==> src/rtl/mux_8bit_pkg.sv <==
// -----------------------------------------------------------------------------
// mux_8bit_pkg
//   Shared constants for the mux_8bit datapath selector.
//   - MUX_WIDTH : default data width of the selector and its register stage.
//   - SEL_A/B   : encoding of the select input (0 steers A, 1 steers B).
//   - sel_e     : enum view of the same encoding for readable comparisons.
// -----------------------------------------------------------------------------
package mux_8bit_pkg;

  localparam int unsigned MUX_WIDTH = 8;

  localparam logic SEL_A = 1'b0;
  localparam logic SEL_B = 1'b1;

  typedef enum logic {
    SEL_IS_A = SEL_A,
    SEL_IS_B = SEL_B
  } sel_e;

endpackage : mux_8bit_pkg

==> src/rtl/mux_8bit_mux2_comb.sv <==
// -----------------------------------------------------------------------------
// mux2_comb
//   Parameterized, purely combinational 2:1 selector.
//   Ports:
//     a   [WIDTH-1:0] in   data returned when sel = SEL_A
//     b   [WIDTH-1:0] in   data returned when sel = SEL_B
//     sel             in   select line
//     y   [WIDTH-1:0] out  sel ? b : a
//   An X/Z select is deliberately not masked; the result is then undefined.
// -----------------------------------------------------------------------------
module mux2_comb
  import mux_8bit_pkg::*;
#(
  parameter int unsigned WIDTH = MUX_WIDTH
) (
  input  logic [WIDTH-1:0] a,
  input  logic [WIDTH-1:0] b,
  input  logic             sel,
  output logic [WIDTH-1:0] y
);

  assign y = (sel_e'(sel) == SEL_IS_B) ? b : a;

endmodule : mux2_comb

==> src/rtl/mux_8bit.sv <==
// -----------------------------------------------------------------------------
// mux_8bit
//   Two-input data selector with a zero-latency output and a one-cycle
//   registered, valid-qualified copy.
//   Ports:
//     clk        in               rising-edge clock
//     rst_n      in               asynchronous reset, active low
//     A          in  [WIDTH-1:0]  data input 0 (select = 0)
//     B          in  [WIDTH-1:0]  data input 1 (select = 1)
//     select     in               0 -> A, 1 -> B
//     in_valid   in               qualifies A/B/select for the register stage
//     Y          out [WIDTH-1:0]  combinational select ? B : A
//     Y_q        out [WIDTH-1:0]  registered result, loaded when in_valid = 1
//     out_valid  out              high the cycle after an in_valid cycle
//   Y is not affected by reset; only the register stage is.
// -----------------------------------------------------------------------------
module mux_8bit
  import mux_8bit_pkg::*;
#(
  parameter int unsigned      WIDTH     = MUX_WIDTH,
  parameter logic [WIDTH-1:0] RESET_VAL = '0
) (
  input  logic             clk,
  input  logic             rst_n,
  input  logic [WIDTH-1:0] A,
  input  logic [WIDTH-1:0] B,
  input  logic             select,
  input  logic             in_valid,
  output logic [WIDTH-1:0] Y,
  output logic [WIDTH-1:0] Y_q,
  output logic             out_valid
);

  // Single selector instance: the same result drives Y and the register input,
  // so both paths are guaranteed to agree.
  logic [WIDTH-1:0] sel_data;

  mux2_comb #(
    .WIDTH (WIDTH)
  ) u_mux2 (
    .a   (A),
    .b   (B),
    .sel (select),
    .y   (sel_data)
  );

  assign Y = sel_data;

  // Register stage.
  logic [WIDTH-1:0] data_d, data_q;
  logic             valid_d, valid_q;

  always_comb begin
    // NOTE: defaults first so every path assigns every signal -- no latch.
    data_d  = data_q;
    valid_d = 1'b0;
    if (in_valid) begin
      data_d  = sel_data;
      valid_d = 1'b1;
    end
  end

  // NOTE: non-blocking assignments for flops; blocking here would create
  // order-dependent simulation races between always_ff blocks.
  always_ff @(posedge clk or negedge rst_n) begin
    if (!rst_n) begin
      data_q  <= RESET_VAL;
      valid_q <= 1'b0;
    end else begin
      data_q  <= data_d;
      valid_q <= valid_d;
    end
  end

  assign Y_q       = data_q;
  assign out_valid = valid_q;

endmodule : mux_8bit

==> config.mk <==
export PLATFORM = sky130hd
export DESIGN_NAME = mux_8bit
export DESIGN_NICKNAME = d
export VERILOG_FILES = /design/src/rtl/mux_8bit_pkg.sv /design/src/rtl/mux_8bit_mux2_comb.sv /design/src/rtl/mux_8bit.sv
export SDC_FILE = /design/constraint.sdc
export NUM_CORES = 1
export LEC_CHECK = 0
export BUFFER_PORTS_ARGS = -buffer_cell sky130_fd_sc_hd__buf_2
export CAP_MARGIN = 20
export CELL_PAD_IN_SITES_DETAIL_PLACEMENT = 0
export CELL_PAD_IN_SITES_GLOBAL_PLACEMENT = 1
export CORE_MARGIN = 2
export CORE_UTILIZATION = 28
export DETAILED_ROUTE_END_ITERATION = 7
export PLACE_DENSITY_LB_ADDON = 0.1
export REMOVE_ABC_BUFFERS = 1
export SYNTH_ARGS = -nofsm -noshare
export SYNTH_HDL_FRONTEND = slang
export SYNTH_SLANG_ARGS = --single-unit
==> constraint.sdc <==
create_clock -name clk -period 0.9 [get_ports clk]
set_clock_uncertainty 0.05 [all_clocks]
set_input_delay 0.18 -clock clk [delete_from_list [all_inputs] [get_ports clk]]
set_output_delay 0.18 -clock clk [all_outputs]
set_load 0.02 [all_outputs]
**After elaboration in Yosys (flattened, before gate mapping)**

Cells that the tools add are included.
Widths: inputs -> output; s select.

- Register bits: 9
- Output and inout bits: 17
- Input port bits: 20
- Word-level logic and storage cells: 4

- Muxes and demuxes: 2

Operator list:

| kind | number |
|---|---|
| $mux 8 | 1 |
| $mux 1 | 1 |

**Depth between registers and ports, before layout**

Gate-level depths: netlist of run 1.

- Depth in word-level cells: 1
- Mapped depth: 3
- Mapped depth without buffers: 2

**Cells and area by module**

A second synthesis of run 1 with hierarchy kept.

- Cells, all modules: 27
- Area, all modules: 488.0 um^2

By module, submodules not included:

| module | cells each | instances | seq. area each (um^2) | area each (um^2) |
|---|---|---|---|---|
| mux_8bit | 18 | 1 | 225.2 | 356.6 |
| mux2_comb | 9 | 1 | 0.0 | 131.4 |

**Worst setup path before layout of run 1**

Ideal clock, no wire load.

- Path type: in2reg
- Start point: input port select
- End point: register data_q[0], in the netlist Y_q[0]
- Slack: -0.181 ns
- Arrival time: 0.906 ns
- Buffers on the path: 1
- Stages: 3
- Data required time: 0.725 ns
- Library setup time: 0.125 ns
- Cells stage by stage: buf_6 -> mux2_4 -> mux2_4

- Word-level cells in the longest chain between the ends: 1

Ends and longest elaborated chain:

| item | line | source |
|---|---|---|
| start, declared | mux_8bit.sv:27 | `input logic select,` |
| $mux 8 | mux_8bit_mux2_comb.sv:22 | `assign y = (sel_e'(sel) == SEL_IS_B) ? b : a;` |
| via Y[0] | mux_8bit.sv:29 | `output logic [WIDTH-1:0] Y,` |
| end signal, assigned | mux_8bit.sv:70 | `data_q <= data_d;` |
| end, declared | mux_8bit.sv:50 | `logic [WIDTH-1:0] data_d, data_q;` |

The timed path passes the listed nets, and every way through them passes these cells.
A chain may end at the register's enable or synchronous reset.

**Final worst setup path of run 1**

- Start point: register data_q[2], in the netlist Y_q[2]
- End point: output port Y_q[2]

RTL lines:

| item | line | source |
|---|---|---|
| end, declared | mux_8bit.sv:30 | `output logic [WIDTH-1:0] Y_q,` |

No word-level cell between the ends.

==> results of run 1 <==
[cell families (layout without fill, tap and decap cells)]
family                 Yosys count  after routing  share of synthesized area
muxes                           16             16                     0.4987
DFF                              9              9                     0.4675
buffers and inverters            2             48                    0.03375
[synthesized netlist by cell type]
master     n  area (um2)
mux2_4    16       240.2
dfrtp_1    9       225.2
buf_6      1       11.26
clkbuf_2   1       5.000
[flip-flops by register name (all words and copies together) (netlist names)]
register	flops
out_valid	1
Y_q	8
[worst register-to-register path, cell delays in order (launching register included)]
cell,delay [ps]
dfrtp_1,400
buf_4,140
mux2_4,250
[metrics by stage]
stage                 util  hold WS [ps]  setup TNS (ps)  setup WS [ps]
floorplan                -        -165.6          -265.1         -33.14
global placement    0.4270        -8.675           -4416         -297.1
detailed placement  0.4270        -9.119           -4678         -317.1
CTS                 0.5482         142.1           -1838         -133.7
global route        0.5618         136.8           -2371         -155.8
finish              0.5618         150.5           -1712         -115.2
[how the worst min path moves through the flow]
| stage | startpoint | end | slack, ps | cells after the start |
|---|---|---|---|---|
| floorplan | rst_n | Y_q[0] | -170 | 0 |
| global placement | rst_n | Y_q[6] | -9 | 1 |
| detailed placement | rst_n | Y_q[6] | -9 | 1 |
| CTS | in_valid | out_valid | 140 | 1 |
| global route | in_valid | out_valid | 140 | 1 |
| finish | in_valid | out_valid | 150 | 1 |
[power groups by stage]
| stage | sequential (W) | clock (W) | combinational, W |
|---|---|---|---|
| global placement | 0.000485 | 0 | 0.000370 |
| CTS | 0.000487 | 0.000317 | 0.000515 |
| finish | 0.000487 | 0.000293 | 0.000528 |
| global route | 0.000492 | 0.000358 | 0.000557 |
| detailed placement | 0.000482 | 0 | 0.000374 |
| floorplan | 0.000543 | 0 | 0.000165 |
[metal layers]
metal / vias up / share of wire / wire length, um
li1: 187 / - / -
met3: 2 / 0.068 / 71
met2: 18 / 0.53 / 550
met4: 0 / 0.012 / 12
met5: - / 0 / 0
met1: 185 / 0.39 / 404
[timing repair]
action	in CTS	in global routing
hold buffers	1	0
resized for setup	36	2
pin swaps	0	0
endpoints found under the hold margin	9	0
buffers inserted	5	2
endpoints found under the setup margin	25	22
[area by class of cell]
| cell class | instances | area [um2] | share of cell area |
|---|---|---|---|
| timing repair buffer | 44 | 364.1 | 0.4157 |
| tap | 16 | 20.02 | 0.02286 |
| clock buffer | 4 | 26.28 | 0.03000 |
| multi-input combinational | 16 | 240.2 | 0.2743 |
| sequential | 9 | 225.2 | 0.2571 |
==> impl_results.md, run 1 <==
* Reg-to-reg setup timing slack at -50 ps
* Sequential fraction of the synthesis area at 0.4675
* Total CTS buffers at 3
* Starting Density at 0.3090
* H-tree Lvls at 1
* Via count of the routed design at between 300 and 400
* Most frequent cells in the layout: 18 x buf_2, 17 x buf_6, 16 x mux2_4
* FF+latch count, synth at 9
* First-pass GRT wire length at 1683 um
* Relative slew slack at 0.8171
* Initial antenna violation count at 0
* CP endpoint kind: output pin
* Sw power at approximately 0.00036 W
* Routed wire length at approximately 1000 um
* Final Max Slew Viols at 0
* Fin. Hold Viols at 0
* Final nets at 94
* CP endpoint: Y_q[2]
* Final ANT Viol Nets at 0
* Max incr delay on CP at 400 ps
* Max IR drop VDD at 588.2 uV
* Clock tree buffer depth at 2
* Tightest Pin Transition at 274.4 ps
* Synth-to-layout area growth at 81.82%
* Row Count at 14
* Clock slew at reported path FFs at roughly 60 ps
* Total track usage at 0.1211
* Fmax at 985.1 MHz
* CTS root buf: clkbuf_4
* CP Buf/Inv Count at 1
* Final WS setup at -115.2 ps
* Crit path arrival time at 790 ps
* Logic gate share of total power at 0.403
* Vias in the first global route at 406
* Global placement routability congestion at around 0.6
* RSZ-0062 raised after global routing: true
* Placed inst area at 665.6 um2
* Critical path depth in cells at 1
* Met1 usage at 0.1390
* Worst Reg-to-Reg Cells at 2
* Via/cell ratio at 4.404
* Min Tclk post-route at 1015 ps
* Layout cells sized above 1 at 0.8493
* Most Used Layer, Global Route: met2
* Syn Std Cell Area at 481.7 um2
* Cell family with most CP delay: flip-flops
* IO Count at 37
* Crit Reg-Reg Startpoint: Y_q[2]
* Clk sink count at 9
* Reg power frac at 0.372
* GRT Residual Overflow at 0
* Hold Crit Class: in2reg
* Clock share of power at 0.224
* Die Height at 45.48 um
* Routed wire per std cell at 11.67 um
* Violated checks: negative setup slack
* Die ar. at 0.002068 mm2
* Worst Setup Path Type: reg2out
* CTS tree: built
* Residual DRC at 0
* Fin crit share at 1.128
* PD cells at ~1500 mW/mm2
* WP data required at 670 ps
* Inst Count DP at 77
* Critical Path Start Type: flip-flop
* Number of port buffers at 36
* Post-Synthesis Cells at 27
* Syn avg cell area at ~18 um2
* Die Width at 45.48 um
* # setup viols final at 23
* Most common cell after layout, fill and taps aside: buf_2
* Skew-Pair Late Insertion Delay at between 200 and 300 ps
* Cell Int Power at 0.0009494 W
* Switching share of power at 0.2740
* Critical Path Start: Y_q[2]
* 1st-iter DRT viols at 0
* Slowest cell on crit path: dfrtp_1
* Synth warn at 0
* Crit path cell chain: buf_6
* Post-synth cell types at 4
* Crit Path Max Fanout at 2
* Total power at roughly 0.0013 W
* Pleak at 0.4725 nW
* Status: finished, violations left
* Met3 usage at 0.05159
* Fin cells at ~90
* Antenna Cells at 0
* Number of detailed-route iterations in the first pass at 1
* Fillers at 138
* Max cap viols at 0
* Met2 Resource Use GR at 0.1775
* Post-Layout Inst Area at 875.8 um2
* Core Region at 0.001559 mm2
* R2r endpoint: Y_q[2]
* Largest net degree at the start of global routing at 10
(Power assumes the default switching activity.)
==> inputs of run 2 (changes only) <==
--- a/config.mk
+++ b/config.mk
@@ -12,7 +12,7 @@
 export CORE_MARGIN = 2
 export CORE_UTILIZATION = 28
 export DETAILED_ROUTE_END_ITERATION = 7
-export PLACE_DENSITY_LB_ADDON = 0.1
+export PLACE_DENSITY_LB_ADDON = 0.08
 export REMOVE_ABC_BUFFERS = 1
 export SYNTH_ARGS = -nofsm -noshare
 export SYNTH_HDL_FRONTEND = slang
==> run 2 against run 1 <==
Effect of this change: setup slack lost 11 ps; the run still ends with negative setup slack left; combinational power is essentially flat; clock-buffer cell count is the same; flip-flop and latch count is the same; largest cell class unchanged.
==> impl_results.md, run 2 (synthesized netlist as in run 1, its figures left out) <==
* Status: finished, violations left
* Violated checks: negative setup slack
* Slowest cell on crit path: dfrtp_1
* Die Height at 45.48 um (unchanged)
* Fin. Hold Viols at 0 (unchanged)
* PD cells at 1522 mW/mm2 (+2.0%)
* Largest register FFs at 8 (unchanged)
* Synth-to-layout area growth at 80.26%
* Cell family with most CP delay: flip-flops
* Global placement routability congestion at 0.6201 (+3.4%)
* Fin crit share at 1.140 (+0.01247)
* Final Max Slew Viols at 0 (unchanged)
* CTS tree: built
* Die Width at 45.48 um (unchanged)
* Number of detailed-route iterations in the first pass at 1 (unchanged)
* Clock tree buffer depth at 2 (unchanged)
* Final WS setup at -126.4 ps (-11.22 ps)
* First-pass GRT wire length at 1649 um (-2.0%)
* Worst slack, placed at -297.7 ps (+19.38 ps)
* Final nets at 92 (-2.1%)
* Crit Path Max Fanout at 2 (unchanged)
* Pleak at 0.4653 nW (-1.5%)
* Fillers at 136 (-1.4%)
* GRT Residual Overflow at 0 (unchanged)
* Clock slew at reported path FFs at 70 ps (about the same)
* Routed wire per std cell at 12.62 um (+8.1%)
* Via count of the routed design at 383 (-2.3%)
* 1st-iter DRT viols at 0 (unchanged)
* Post-Layout Inst Area at 868.3 um2 (-0.86%)
* Relative slew slack at 0.8147 (-0.002417)
* CP endpoint kind: output pin
* Reg power frac at 0.371 (about the same)
* Tightest Pin Transition at 278.0 ps (+3.625 ps)
* Hold Crit Class: in2reg
* Total track usage at 0.1152 (-0.005917)
* Residual DRC at 0 (unchanged)
* Total CTS buffers at 3 (unchanged)
* Fmax at 974.3 MHz (-1.1%)
* Die ar. at 0.002068 mm2 (unchanged)
* CTS root buf: clkbuf_4
* Crit path arrival time at 800 ps (about the same)
* Starting Density at 0.3090 (unchanged)
* Max cap viols at 0 (unchanged)
* Skew-Pair Late Insertion Delay at 260 ps (about the same)
* Min Tclk post-route at 1026 ps (+11.22 ps)
* Reg area at 225.2 um2 (unchanged)
* Clock share of power at 0.233 (+0.009)
* Initial antenna violation count at 0 (unchanged)
* Row Count at 14 (unchanged)
* WP data required at 670 ps (about the same)
* RSZ-0062 raised after global routing: true
* Multi-input logic area at 240.2 um2 (unchanged)
* HPWL Detailed at 791 um
* Sw power at 0.0003759 W (+4.9%)
* Via/cell ratio at 4.402 (about the same)
* CP Buf/Inv Count at 1 (unchanged)
* Worst Setup Path Type: reg2out
* Most frequent cells in the layout: 19 x buf_6, 18 x buf_2, 16 x mux2_4
* Antenna Cells at 0 (unchanged)
* Core Region at 0.001559 mm2 (unchanged)
* Max incr delay on CP at 400 ps (about the same)
* Total power at 0.001322 W (+1.1%)
* Routed wire length at 1098 um (+5.7%)
* H-tree Lvls at 1 (unchanged)
* Setup tns final at -1755 ps (-43.20 ps)
* Logic gate share of total power at 0.397 (-0.006)
* Critical Path Start Type: flip-flop
* Placed inst area at 665.6 um2 (unchanged)
* # setup viols final at 22 (-4.3%)
* Clk sink count at 9 (unchanged)
* Layout cells sized above 1 at 0.8451 (-0.004245)
* IO Count at 37 (unchanged)
* Max IR drop VDD at 689.2 uV (+17%)
* Crit path cell chain: buf_6
* Final core utilization at 0.5570 (-0.004816)
* Most common cell after layout, fill and taps aside: buf_6
* Number of port buffers at 36 (unchanged)
* Vias in the first global route at 378 (-6.9%)
* Largest net degree at the start of global routing at 10 (unchanged)
* Switching share of power at 0.2844 (+0.01037)
* Final ANT Viol Nets at 0 (unchanged)
* Cell Int Power at 0.0009460 W (-0.35%)
## run 2: cell count changes in the layout (fill, tap and decap cells not counted)
cell   delta
buf_6     +2
buf_4     -4
## run 2: worst register-to-register path: cells and delay by family, from the launching register on
kind	cells	cell delay, ps
buf+inv	1	140
flops	1	400
mux	1	250
## run 2: layout make-up
class | instances | share of cell area
Timing Repair Buffer | 42 | 0.4107
Multi-Input combinational cell | 16 | 0.2767
Sequential cell | 9 | 0.2594
Clock buffer | 4 | 0.03026
Tap cell | 16 | 0.02305
## run 2: per-stage QoR
step | hold slack (ps) | std cells
2_1_floorplan | -165.6 | 25
3_3_place_gp | -9.143 | 77
3_5_place_dp | -2.183 | 77
4_1_cts | 141.0 | 87
5_1_grt | 142.5 | 87
6_report | 144.3 | 87
## run 2: repair_timing
action	in CTS	in global routing
hold buffers	1	0
endpoints found under the setup margin	25	22
gates resized for setup	38	2
buffers inserted	5	0
endpoints found under the hold margin	9	0
## run 2: final timing paths
path	startpoint	to	slack (ps)	cells after the start
max	Y_q[5]	Y_q[5]	-130	1
max reg2reg	Y_q[5]	Y_q[5]	-50	2
min in group asynchronous	rst_n	out_valid	270	2
max in group asynchronous	rst_n	Y_q[6]	340	2
min reg2reg	Y_q[3]	Y_q[3]	500	1
min	in_valid	out_valid	140	1
## run 2: power groups by stage
stage | clock network (W) | registers (W) | logic, W
finish | 0.000307 | 0.000490 | 0.000525
global route | 0.000345 | 0.000495 | 0.000554
CTS | 0.000322 | 0.000486 | 0.000522
detailed placement | 0 | 0.000483 | 0.000375
global placement | 0 | 0.000484 | 0.000371
floorplan | 0 | 0.000543 | 0.000165
## run 2: routing by layer
layer  up-vias  part of all wire  global-route usage
met2        22              0.52              0.1887
li1        185                 -                   -
met1       176              0.40              0.1335
met5         -                 0                   0
met3         0             0.075             0.03968
met4         0                 0             0.05294
==> inputs of run 3 (changes only) <==
==> constraint.sdc (replaced) <==
create_clock -name clk -period 1.05 [get_ports clk]
set_clock_uncertainty 0.05 [all_clocks]
set_input_delay 0.21 -clock clk [delete_from_list [all_inputs] [get_ports clk]]
set_output_delay 0.21 -clock clk [all_outputs]
set_load 0.02 [all_outputs]
==> run 3 against run 2 <==
Effect of this change: the flow now finishes without violations; setup slack better by 130 ps; largest cell class unchanged; critical endpoint is now Y_q[3]; utilization is 0.48 points lower; largest power group unchanged; sequential power is 15% lower.
==> impl_results.md, run 3 (synthesized netlist as in run 1, its figures left out) <==
* Synth-to-layout area growth at 78.70%
* # setup viols final at 0 (-100%)
* Inst Count DP at 77 (unchanged)
* Number of detailed-route iterations in the first pass at 2 (+1)
* Die ar. at 0.002068 mm2 (unchanged)
* Layout cells sized above 1 at 0.8451 (unchanged)
* IO Count at 37 (unchanged)
* Crit path arrival time at 790 ps (about the same)
* Most common cell after layout, fill and taps aside: buf_2
* Total track usage at 0.1213 (+0.006115)
* Max IR drop VDD at 622.4 uV (-9.7%)
* CP Buf/Inv Count at 1 (unchanged)
* Crit Path Max Fanout at 2 (unchanged)
* R2r endpoint: Y_q[1]
* Number of port buffers at 36 (unchanged)
* Initial antenna violation count at 0 (unchanged)
* Row Count at 14 (unchanged)
* Critical Path Start: Y_q[3]
* Largest net degree at the start of global routing at 10 (unchanged)
* Worst slack, placed at -182.4 ps (+115.3 ps)
* Routed wire length at 1061 um (-3.4%)
* Fin. Hold Viols at 0 (unchanged)
* Final WS setup at 3.247 ps (+129.6 ps)
* Total CTS buffers at 3 (unchanged)
* Clock tree buffer depth at 2 (unchanged)
* Starting Density at 0.3090 (unchanged)
* Worst Reg-to-Reg Cells at 2 (unchanged)
* Residual DRC at 0 (unchanged)
* CTS tree: built
* Hold Crit Class: in2reg
* Status: finished clean
* Clk sink count at 9 (unchanged)
* Critical path depth in cells at 1 (unchanged)
* Min Tclk post-route at 1047 ps
* Cell family with most CP delay: flip-flops
* Crit path cell chain: buf_6
* Clock slew at reported path FFs at 60 ps (about the same)
* Fin cells at 87 (unchanged)
* Placed inst area at 665.6 um2 (unchanged)
* Largest register FFs at 8 (unchanged)
* Crit Reg-Reg Startpoint: Y_q[1]
* 1st-iter DRT viols at 2 (+2)
* H-tree Lvls at 1 (unchanged)
* Post-Layout Inst Area at 860.8 um2 (-0.86%)
* Final nets at 92 (unchanged)
* Fin crit share at 0.9969
* Routed wire per std cell at 12.20 um (-3.4%)
* CTS root buf: clkbuf_4
* Max cap viols at 0 (unchanged)
* Final Max Slew Viols at 0 (unchanged)
* Fmax at 955.3 MHz
* GRT Residual Overflow at 0 (unchanged)
* Global placement routability congestion at 0.6116 (-1.4%)
* Min-Delay Endpoint: out_valid
* Via/cell ratio at 4.460 (+1.3%)
* Via count of the routed design at 388 (+1.3%)
* Tightest Pin Transition at 275.6 ps (-2.393 ps)
* WHS Path Cells at 1 (unchanged)
* Relative slew slack at 0.8163 (+0.001595)
* First-pass GRT wire length at 1731 um (+5.0%)
* RSZ-0062 raised after global routing: true
* Worst Setup Path Type: reg2out
* Antenna Cells at 0 (unchanged)
* Core Region at 0.001559 mm2 (unchanged)
* CP endpoint kind: output pin
* HPWL Detailed at 809.6 um (+2.4%)
* WP data required at 790 ps (+120 ps)
* Final ANT Viol Nets at 0 (unchanged)
* Critical Path Start Type: flip-flop
* Hold_ws at 181.4 ps (+37.10 ps)
* Die Height at 45.48 um (unchanged)
* PD cells at 1296 mW/mm2 (-15%)
* Most frequent cells in the layout: 18 x buf_2, 17 x buf_6, 16 x mux2_4
* Pleak at 0.4629 nW (-0.53%)
* Skew-Pair Late Insertion Delay at 250 ps (about the same)
* Slowest cell on crit path: dfrtp_1
* Max incr delay on CP at 400 ps (about the same)
* Die Width at 45.48 um (unchanged)
* Reg-to-reg setup timing slack at 100 ps (+150 ps)
* Vias in the first global route at 408 (+7.9%)
* HP Start: in_valid
## run 3: changes by cell type in the layout (fill, tap and decap cells not counted)
cell and change:
buf_6 -2, buf_4 +2
## run 3: area by class of cell
type / count / area, um2
clock buffer: 4 / 26.28
fill: 137 / 698.2
multi-input combinational: 16 / 240.2
sequential: 9 / 225.2
tap: 16 / 20.02
timing repair buffer: 42 / 349.1
## run 3: how the worst max path moves through the flow
stage,to,slack [ps]
CTS,Y_q[5],-10
global route,Y_q[3],-40
detailed placement,Y_q[7],-180
floorplan,Y_q[0],90
global placement,Y_q[7],-170
finish,Y_q[3],3
## run 3: per-layer routing
metal  vias up  global-route usage  routed length [um]
li1        185                   -                   -
met4         0             0.05294                   0
met5         -                   0                   0
met3         0             0.05159                  94
met1       181              0.1324                 434
met2        22              0.2028                 531
## run 3: where the power goes
part / internal, W / total, W / switching (W)
Sequential: 0.000388 / 0.000418 / 0.0000297
Clock: 0.000146 / 0.000255 / 0.000109
Combinational: 0.000271 / 0.000443 / 0.000171
Total: 0.000805 / 0.00112 / 0.000310
## run 3: repair_timing
action / in CTS / in global routing
endpoints found under the hold margin: 9 / 0
buffers inserted: 4 / 1
endpoints found under the setup margin: 16 / 9
pin swaps: 0 / 0
resized for setup: 36 / 2
hold buffers: 1 / 0
## run 3: metrics by stage
stage	power [W]	setup TNS [ps]	utilization
final	0.001115	0	0.5522
after global routing	0.001185	-186.0	0.5522
after CTS	0.001131	-37.93	0.5433
after detailed placement	0.0007350	-2721	0.4270
after global placement	0.0007332	-2628	0.4270
after floorplan	0.0006070	0	-
